===== src/rtl/sample_iterator.sv =====
`default_nettype none
// ============================================================================
// Module      : sample_iterator
// Description : Transmitting end of the rasterizer sample stream. Accepts one
//               bounding-boxed triangle, walks every sample position inside
//               the box in raster order at the selected MSAA rate and emits
//               one sample location per cycle with the held triangle/color.
// Ports       : clk, rst            - clock, synchronous active-high reset
//               tri_R13S, color_R13U, box_R13S, validTri_R13H
//                                   - triangle/color/box from bbox stage
//               subSample_RnnnnU    - one-hot MSAA rate (1x/4x/16x/64x)
//               halt_RnnnnL         - low while a box is being walked
//               tri_R14S, color_R14U- triangle/color held for the walk
//               sample_R14S         - sample location (x,y)
//               validSamp_R14H      - sample_R14S valid
// Config      : SAMPLE_JITTER_EN    - adds LFSR jitter to emitted samples
// Revision    : 1.0 - initial release
// ============================================================================
module sample_iterator #(
    parameter int SIGFIG = 24,
    parameter int RADIX  = 10,
    parameter int VERTS  = 3,
    parameter int AXIS   = 3,
    parameter int COLORS = 3
) (
    input  logic                     clk,
    input  logic                     rst,
    input  logic signed [SIGFIG-1:0] tri_R13S    [VERTS][AXIS],
    input  logic        [SIGFIG-1:0] color_R13U  [COLORS],
    input  logic signed [SIGFIG-1:0] box_R13S    [2][2],
    input  logic                     validTri_R13H,
    input  logic        [3:0]        subSample_RnnnnU,
    output logic                     halt_RnnnnL,
    output logic signed [SIGFIG-1:0] tri_R14S    [VERTS][AXIS],
    output logic        [SIGFIG-1:0] color_R14U  [COLORS],
    output logic signed [SIGFIG-1:0] sample_R14S [2],
    output logic                     validSamp_R14H
);

    typedef enum logic [0:0] {
        ST_WAIT = 1'b0,
        ST_TEST = 1'b1
    } state_t;

    localparam logic [SIGFIG-1:0] STEP_1X  = SIGFIG'(1 << RADIX);
    localparam logic [SIGFIG-1:0] STEP_4X  = SIGFIG'(1 << (RADIX - 1));
    localparam logic [SIGFIG-1:0] STEP_16X = SIGFIG'(1 << (RADIX - 2));
    localparam logic [SIGFIG-1:0] STEP_64X = SIGFIG'(1 << (RADIX - 3));

    state_t                   state_q, state_d;
    logic                     halt_q, halt_d;
    logic                     valid_q, valid_d;
    logic signed [SIGFIG-1:0] x_q, x_d, y_q, y_d;         // unjittered grid
    logic signed [SIGFIG-1:0] llx_q, llx_d, urx_q, urx_d, ury_q, ury_d;
    logic        [SIGFIG-1:0] step_q, step_d;
    logic signed [SIGFIG-1:0] sx_q, sx_d, sy_q, sy_d;     // emitted sample
    logic signed [SIGFIG-1:0] tri_q   [VERTS][AXIS];
    logic        [SIGFIG-1:0] color_q [COLORS];

    logic                     w_accept;
    logic        [SIGFIG-1:0] w_step_sel;
    logic signed [SIGFIG:0]   w_x_adv, w_y_adv;
    logic                     w_end_x, w_end_y;
    logic        [SIGFIG-1:0] w_jx, w_jy;

    // Illegal (non-one-hot) rates fall back to 1x.
    always_comb begin
        w_step_sel = STEP_1X;
        case (subSample_RnnnnU)
            4'b1000: w_step_sel = STEP_1X;
            4'b0100: w_step_sel = STEP_4X;
            4'b0010: w_step_sel = STEP_16X;
            4'b0001: w_step_sel = STEP_64X;
            default: w_step_sel = STEP_1X;
        endcase
    end

    // One extra bit so a position near the top of the range cannot wrap
    // past the upper-right corner.
    assign w_x_adv = $signed({x_q[SIGFIG-1], x_q}) + $signed({1'b0, step_q});
    assign w_y_adv = $signed({y_q[SIGFIG-1], y_q}) + $signed({1'b0, step_q});
    assign w_end_x = w_x_adv > $signed({urx_q[SIGFIG-1], urx_q});
    assign w_end_y = w_y_adv > $signed({ury_q[SIGFIG-1], ury_q});

    always_comb begin
        state_d  = state_q;
        halt_d   = halt_q;
        valid_d  = valid_q;
        x_d      = x_q;
        y_d      = y_q;
        llx_d    = llx_q;
        urx_d    = urx_q;
        ury_d    = ury_q;
        step_d   = step_q;
        w_accept = 1'b0;
        case (state_q)
            ST_WAIT: begin
                halt_d  = 1'b1;
                valid_d = 1'b0;
                if (validTri_R13H && halt_q) begin
                    w_accept = 1'b1;
                    step_d   = w_step_sel;
                    llx_d    = box_R13S[0][0];
                    urx_d    = box_R13S[1][0];
                    ury_d    = box_R13S[1][1];
                    x_d      = box_R13S[0][0];
                    y_d      = box_R13S[0][1];
                    valid_d  = 1'b1;
                    halt_d   = 1'b0;
                    state_d  = ST_TEST;
                end
            end
            ST_TEST: begin
                halt_d  = 1'b0;
                valid_d = 1'b1;
                if (!w_end_x) begin
                    x_d = w_x_adv[SIGFIG-1:0];
                end else if (!w_end_y) begin
                    x_d = llx_q;
                    y_d = w_y_adv[SIGFIG-1:0];
                end else begin
                    halt_d  = 1'b1;
                    valid_d = 1'b0;
                    state_d = ST_WAIT;
                end
            end
            default: begin
                state_d = ST_WAIT;
            end
        endcase
    end

`ifdef SAMPLE_JITTER_EN
    logic [15:0]       lfsr_q, lfsr_d;
    logic [SIGFIG-1:0] w_mask;

    // Jitter uses the LFSR value current when the sample is loaded; the
    // LFSR then steps so each emitted sample sees a fresh value.
    always_comb begin
        w_mask = step_d - SIGFIG'(1);
        w_jx   = {{(SIGFIG-8){1'b0}}, lfsr_q[7:0]}  & w_mask;
        w_jy   = {{(SIGFIG-8){1'b0}}, lfsr_q[15:8]} & w_mask;
        lfsr_d = lfsr_q;
        if (valid_d) begin
            lfsr_d = {lfsr_q[14:0], lfsr_q[15] ^ lfsr_q[13] ^ lfsr_q[12] ^ lfsr_q[10]};
        end
    end

    always_ff @(posedge clk) begin
        if (rst) lfsr_q <= 16'hACE1;
        else     lfsr_q <= lfsr_d;
    end
`else
    assign w_jx = '0;
    assign w_jy = '0;
`endif

    // The emitted sample only moves when a new sample is presented, so it
    // holds its last value while idle.
    always_comb begin
        sx_d = sx_q;
        sy_d = sy_q;
        if (valid_d) begin
            sx_d = x_d + $signed(w_jx);
            sy_d = y_d + $signed(w_jy);
        end
    end

    always_ff @(posedge clk) begin
        if (rst) begin
            state_q <= ST_WAIT;
            halt_q  <= 1'b1;
            valid_q <= 1'b0;
            x_q     <= '0;
            y_q     <= '0;
            llx_q   <= '0;
            urx_q   <= '0;
            ury_q   <= '0;
            step_q  <= '0;
            sx_q    <= '0;
            sy_q    <= '0;
            for (int v = 0; v < VERTS; v++)
                for (int a = 0; a < AXIS; a++)
                    tri_q[v][a] <= '0;
            for (int c = 0; c < COLORS; c++)
                color_q[c] <= '0;
        end else begin
            state_q <= state_d;
            halt_q  <= halt_d;
            valid_q <= valid_d;
            x_q     <= x_d;
            y_q     <= y_d;
            llx_q   <= llx_d;
            urx_q   <= urx_d;
            ury_q   <= ury_d;
            step_q  <= step_d;
            sx_q    <= sx_d;
            sy_q    <= sy_d;
            if (w_accept) begin
                tri_q   <= tri_R13S;
                color_q <= color_R13U;
            end
        end
    end

    assign halt_RnnnnL    = halt_q;
    assign validSamp_R14H = valid_q;
    assign sample_R14S[0] = sx_q;
    assign sample_R14S[1] = sy_q;
    assign tri_R14S       = tri_q;
    assign color_R14U     = color_q;

endmodule
`default_nettype wire


===== config.mk =====
export PLATFORM = sky130hd
export DESIGN_NAME = sample_iterator
export DESIGN_NICKNAME = d
export VERILOG_FILES = /design/src/rtl/sample_iterator.sv
export SDC_FILE = /design/constraint.sdc
export NUM_CORES = 1
export LEC_CHECK = 0
export ABC_AREA = 1
export CORE_AREA = 4 4 281 283
export DETAILED_ROUTE_END_ITERATION = 8
export DIE_AREA = 0 0 285 287
export HOLD_SLACK_MARGIN = 0.1
export PLACE_DENSITY = 0.49
export SLEW_MARGIN = 10
export SYNTH_ARGS = -nofsm -noshare
export SYNTH_HDL_FRONTEND = slang
export SYNTH_SLANG_ARGS = --single-unit

===== constraint.sdc =====
create_clock -name clk -period 6.6 [get_ports clk]
set_input_delay 0.99 -clock clk [delete_from_list [all_inputs] [get_ports clk]]
set_output_delay 0.99 -clock clk [all_outputs]
set_load 0.01 [all_outputs]

---- Word-level counts from Yosys, hierarchy flattened ----
Index checks and enable logic that the tools add are counted.
W data, S select, Z words.
operators by class
  $add $sub $neg .......................... 2
  multiply operators ...................... 0
  divide/modulo/power cells ............... 0
  order comparisons ....................... 2
  eq/ne operators ......................... 3
  shift-type cells ........................ 0
  muxes and demuxes ....................... 18
  bitwise operators ....................... 1
  reduce and logical (&&, ||, !) cells .... 2
operators by type and width
  kind                  number
  $mux W24              6
  $pmux W24 S2          2
  $add A24 B25 Y25      2
  $gt A25 B24 Y1        2
  $pmux W11 S3          1
  $mux W1               7
  $eq A4 B1 Y1 const B  1
  $eq A4 B2 Y1 const B  1
  $eq A4 B3 Y1 const B  1
  $pmux W1 S2           2
  $reduce_and A2 Y1     1
  $logic_and A1 B1 Y1   1
  $not A1 Y1            1
word-level totals
  flip-flop bits (word level) ............. 482
  latch bits .............................. 0
  memory bits (writable) .................. 0
  bits in read-only memories .............. 0
  bits of input ports ..................... 391
  output and inout port bits .............. 338
  word-level logic and storage cells ...... 50
  memories kept ........................... 0

---- Longest topological paths before layout ----
  depth after elaboration ................. 5
  gate-level depth with buffers ........... 29
  depth with buffers taken out ............ 28

---- Least setup slack after synthesis ----
No wires, ideal clock.
  path kind ............................... register -> register
  from .................................... register y_q[7]
  to ...................................... register sy_q[21]
  setup time .............................. 112 ps
  arrival ................................. 3,225 ps
  required time ........................... 6,488 ps
  path slack .............................. 3,262 ps
  cell stages (with the launch flop) ...... 24
  path buffers ............................ 1
  period minus slack after synthesis ...... 3,338 ps
  cells stage by stage .................... dfxtp_1 > ha_1 > fa_1 > nand3_1 > nand3_1 > nand3_1 > nor2_1 > nand3_1 > xor2_1 > inv_1 > ha_1 > nand2_1 > inv_2 > nand2_1 > nand2_1 > a21oi_2 > nand4_2 > nand2_2 > clkbuf_1 > nand3_1 > nand3_1 > nand2_1 > nand2_1 > nand2_1
on the way
  longest elaborated chain between the ends .. 5
  elaborated cells on any way between the ends .. 8
  those cells by class .................... add/sub: 1; order compare: 1; mux: 6
ends and longest elaborated chain
  what                                                line  text
  start, declared                                     53    logic signed [SIGFIG-1:0] x_q, x_d, y_q, y_d;
  start signal, assigned                              192   y_q <= y_d;
  $add A24 B25 Y25 (*)                                81    assign w_y_adv = $signed({y_q[SIGFIG-1], y_q}) + $signed({1'b0, step_q});
  $gt A25 B24 Y1                                      83    assign w_end_y = w_y_adv > $signed({ury_q[SIGFIG-1], ury_q});
  $mux W24 / $mux W1 (equally long branches)          118   end else if (!w_end_y) begin
  $mux W24 / $mux W1 (equally long branches)          116   if (!w_end_x) begin
  $pmux W24 S2 / $pmux W1 S2 (equally long branches)  96    case (state_q)
  end signal, assigned                                198   sy_q <= sy_d;
  end, declared                                       56    logic signed [SIGFIG-1:0] sx_q, sx_d, sy_q, sy_d;
Mark *: on every way between the ends. The rest lies on a longest branch, timed or not.
A chain may end at the register's enable or synchronous reset.

---- Worst setup path after layout ----
  from .................................... register step_q[7]
  to ...................................... register sx_q[21]
on the way
  longest elaborated chain between the ends .. 5
  elaborated cells on any way between the ends .. 10
  those cells by class .................... add/sub: 2; order compare: 2; mux: 6
ends and longest elaborated chain
  what                                                line  text
  start, declared                                     55    logic [SIGFIG-1:0] step_q, step_d;
  start signal, assigned                              196   step_q <= step_d;
  $add A24 B25 Y25                                    81
  $gt A25 B24 Y1                                      83
  $mux W24 / $mux W1 (equally long branches)          118
  $mux W24 / $mux W1 (equally long branches)          116
  $pmux W24 S2 / $pmux W1 S2 (equally long branches)  96
  end signal, assigned                                180   sx_q <= '0;
  end signal, assigned                                197   sx_q <= sx_d;
  end, declared                                       56
Several ways; a longest one is shown, not always the timed one.

==> impl_metrics.tcl <==
set metrics [dict create \
    status "finished clean" \
    drtAntennaViolNets 0 \
    fin_crit_ns 4.95 \
    antenna_found_initial 34 \
    finalClockSkew_ns 0.0441 \
    critical-path-top-delay-family "simple AND/OR/NAND/NOR gates" \
    fin_crit_sh_pct 75.0 \
    wl_mm 87.7 \
    dr.first_iter.drc_count 1153 \
    place_congestion 0.850 \
    critPathLaunch "step_q[7]" \
    timing.rr.start "step_q[7]" \
    initial_utilization_pct 24.7 \
    cts_buffers 56 \
    ys_seq_elements 462 \
    dp_cells 4215 \
    drv_cap 0 \
    final_nets 3684 \
    synthesis.area_sq_um 19000 \
    max_stage_delay_ns 0.55 \
    finish.utilization_pct 37.8 \
    core_sq_um 76700 \
    dpl.hpwl_mm 64.2 \
    rows 102 \
    boundaryPins 729 \
    cp-start-kind "flip-flop" \
    relSlewSlack_pct 12.5 \
    drc 0 \
    cts-hold-fix-buffers 0 \
    clkPwrFrac_pct 31.9 \
    setup_viol 0 \
    grt_max_degree 207 \
    hold_viol_final 0 \
    synth_nets 3042 \
    drive_gt1_share_pct 3.88 \
    die_w_um 285 \
    cts_tree "yes" \
    critPathRequiredTime_ns 7.13 \
    arrival_ns 5.48 \
    seq_power_share_pct 35.3 \
    die_h_um 287 \
    viasPerCell 4.42 \
    fill_cells 8068 \
    avgRoutedWirePerCell_um 20.2 \
    cts_resized 0 \
    htreeDepth 2 \
    critical_path_peak_fanout 44 \
    path_cells "ha_1 -> fa_1 -> nand3_1 -> nand3_1 -> nand3_1 -> nor2_1 -> nand4_1 -> xor2_1 -> inv_1 -> ha_1 -> nand2_1 -> inv_1 -> nand3_1 -> inv_1 -> nand2_1 -> nand3_1 -> nand2_2 -> nand2_2 -> nor2_1 -> nand2_1 -> a21oi_4 -> buf_4 -> nand2_1 -> nand2_1" \
    cp-end-kind "flip-flop" \
    power_switching_mw 3.46 \
    postSynthAreaPerCell_sq_um 7.32 \
    fin_area_sq_um 29000 \
    grt_pass1_wl_mm 126 \
    yosysUniqueCellTypes 37 \
    fmax_ghz 0.202 \
    leakagePower_nw 12.3 \
    clkTransAtPathRegs_ns 0.06 \
    cts-root-buf "clkbuf_16" \
    cts_setup_buffers 0 \
    grt_util_all_layers_pct 20.3 \
    worst_pin_slew_ns 1.31 \
    power.internal_mw 6.44 \
    comb_power_share_pct 32.8 \
    io_buffers 728 \
    place_area_sq_um 27100 \
    cts_buffer_depth 3 \
    vias 19126 \
    ir_worst_vdd_uv 206 \
    die-area_sq_um 81800 \
    slowest_stage "buf_4" \
    rsz0062_at_grt "false" \
    clk_latency_ns 0.62 \
    ys.warnings.count 0 \
    power_density_nw_per_um2 341 \
    min-delay-start "sy_q[3]" \
    ys_seq_area_share_pct 48.8 \
    min-delay-path-class "flip-flop to flip-flop" \
    grt_overflow 0 \
    swShare_pct 34.9 \
    fin_cells 4332 \
    areaGrowthSynthToFinish_pct 53.0 \
    critPathBufInv 4 \
    slew_viol_final 0 \
    cts.sinks 462 \
    synthCells 2591 \
    setup_tns_ns 0 \
    crit_type "flip-flop to flip-flop" \
    first_pass_iters 5 \
    grt_pass1_vias 18636 \
]
power groups by stage:
| stage | clock [mW] | combinational (mW) | sequential, mW |
|---|---|---|---|
| 2_1_floorplan | 0 | 1.53 | 3.64 |
| 3_3_place_gp | 0 | 3.30 | 3.54 |
| 3_5_place_dp | 0 | 3.28 | 3.54 |
| 4_1_cts | 3.26 | 3.30 | 3.49 |
| 5_1_grt | 3.37 | 3.57 | 3.55 |
| 6_report | 3.16 | 3.25 | 3.49 |
per-layer routing:
layer,routed length (um),GRT usage (%),part of all wire [%],vias to the layer above
met3,7570,7.20,8.6,127
met1,36700,25.0,42,8735
met4,1810,4.45,2.1,30
met5,207,0,0.24,-
met2,41500,34.3,47,597
li1,-,-,-,9637
through the flow:
| step | hold WS [ns] | total power [mW] | setup slack, ns |
|---|---|---|---|
| 3_5_place_dp | 0.438 | 6.82 | 1.64 |
| 2_1_floorplan | 0.435 | 5.18 | 3.26 |
| 3_3_place_gp | 0.431 | 6.84 | 1.67 |
| 6_report | 0.447 | 9.90 | 1.65 |
| 5_1_grt | 0.472 | 10.5 | 1.17 |
| 4_1_cts | 0.453 | 10.1 | 1.60 |
placed cells by master, fill, tap and decap left out, types with 8 or more instances in the layout:
cell type,count
a21oi_1,133
a22oi_1,29
buf_4,17
clkbuf_1,15
clkbuf_16,58
clkbuf_8,14
clkdlybuf4s50_1,727
dfxtp_1,461
diode_2,15
ha_1,58
inv_1,130
nand2_1,467
nand3_1,75
nand3b_1,13
nand4_1,8
nor2_1,625
o21a_1,13
o21ai_0,350
xor2_1,22
logic make-up (layout without fill, tap and decap cells):
group	after synthesis	in the layout	share of synthesized area [%]
xor gates and xnor gates	23	23	1.06
adders and majority gates	60	60	4.04
AOI/OAI and AO/OA	536	536	14.8
DFF	462	462	48.8
and+or+nand+nor	1213	1213	25.2
buffers and inverters	297	983	6.08
other	0	15	0
final cells by class:
| class | instances | area (sq um) | area share (%) |
|---|---|---|---|
| sequential | 462 | 9250 | 31.9 |
| multi-input combinational | 1832 | 8580 | 29.6 |
| timing repair buffer | 747 | 7450 | 25.7 |
| clock buffer | 87 | 1700 | 5.86 |
| tap | 1040 | 1300 | 4.49 |
| inverter | 134 | 518 | 1.79 |
| clock inverter | 15 | 174 | 0.600 |
| antenna | 15 | 37.5 | 0.129 |
Yosys cell counts:
master      n  share of area, %
a211oi_1    1             0.040
a21o_1      3              0.12
a21oi_1   133               3.5
a21oi_2     2             0.092
a22oi_1    29               1.1
a31oi_1     1             0.033
a32oi_1     1             0.046
a41oi_1     1             0.046
and2_1      1             0.033
buf_1       4             0.079
buf_2      16              0.42
buf_4       1             0.040
buf_6       2              0.12
clkbuf_1  140               2.8
clkinv_1    1             0.020
dfxtp_1   462                49
fa_1        2              0.21
ha_1       58               3.8
inv_1     131               2.6
inv_2       2             0.040
nand2_1   467               9.2
nand2_2     3             0.099
nand3_1    75               2.0
nand3b_1   13              0.51
nand4_1     8              0.26
nand4_2     1             0.066
nor2_1    626                12
nor2_2      1             0.033
nor3_1      7              0.18
nor4_1      4              0.13
o21a_1     13              0.51
o21ai_0   350               9.2
o21ai_1     1             0.026
o22ai_1     1             0.033
or2_2       7              0.23
xnor2_1     1             0.046
xor2_1     22               1.0
flip-flops by register name, indices dropped and copies added (netlist names):
| signal | count |
|---|---|
| urx_q | 24 |
| halt_RnnnnL | 1 |
| validSamp_R14H | 1 |
| sx_q | 24 |
| color_R14U | 72 |
| step_q | 4 |
| y_q | 24 |
| llx_q | 24 |
| sy_q | 24 |
| ury_q | 24 |
| tri_R14S | 216 |
| x_q | 24 |
tightest hold or removal path, delay by kind of cell (launching register included):
kind	cells	cell delay [ns]
simple gates	2	0.10
flops	1	0.31
final timing paths:
kind              cells after the start  slack [ns]        to
hold / removal                        2        0.45   sy_q[3]
hold reg to reg                       2        0.45   sy_q[3]
setup / recovery                     24        1.65  sx_q[21]
setup reg to reg                     24        1.65  sx_q[21]
(Power assumes the default switching activity.)
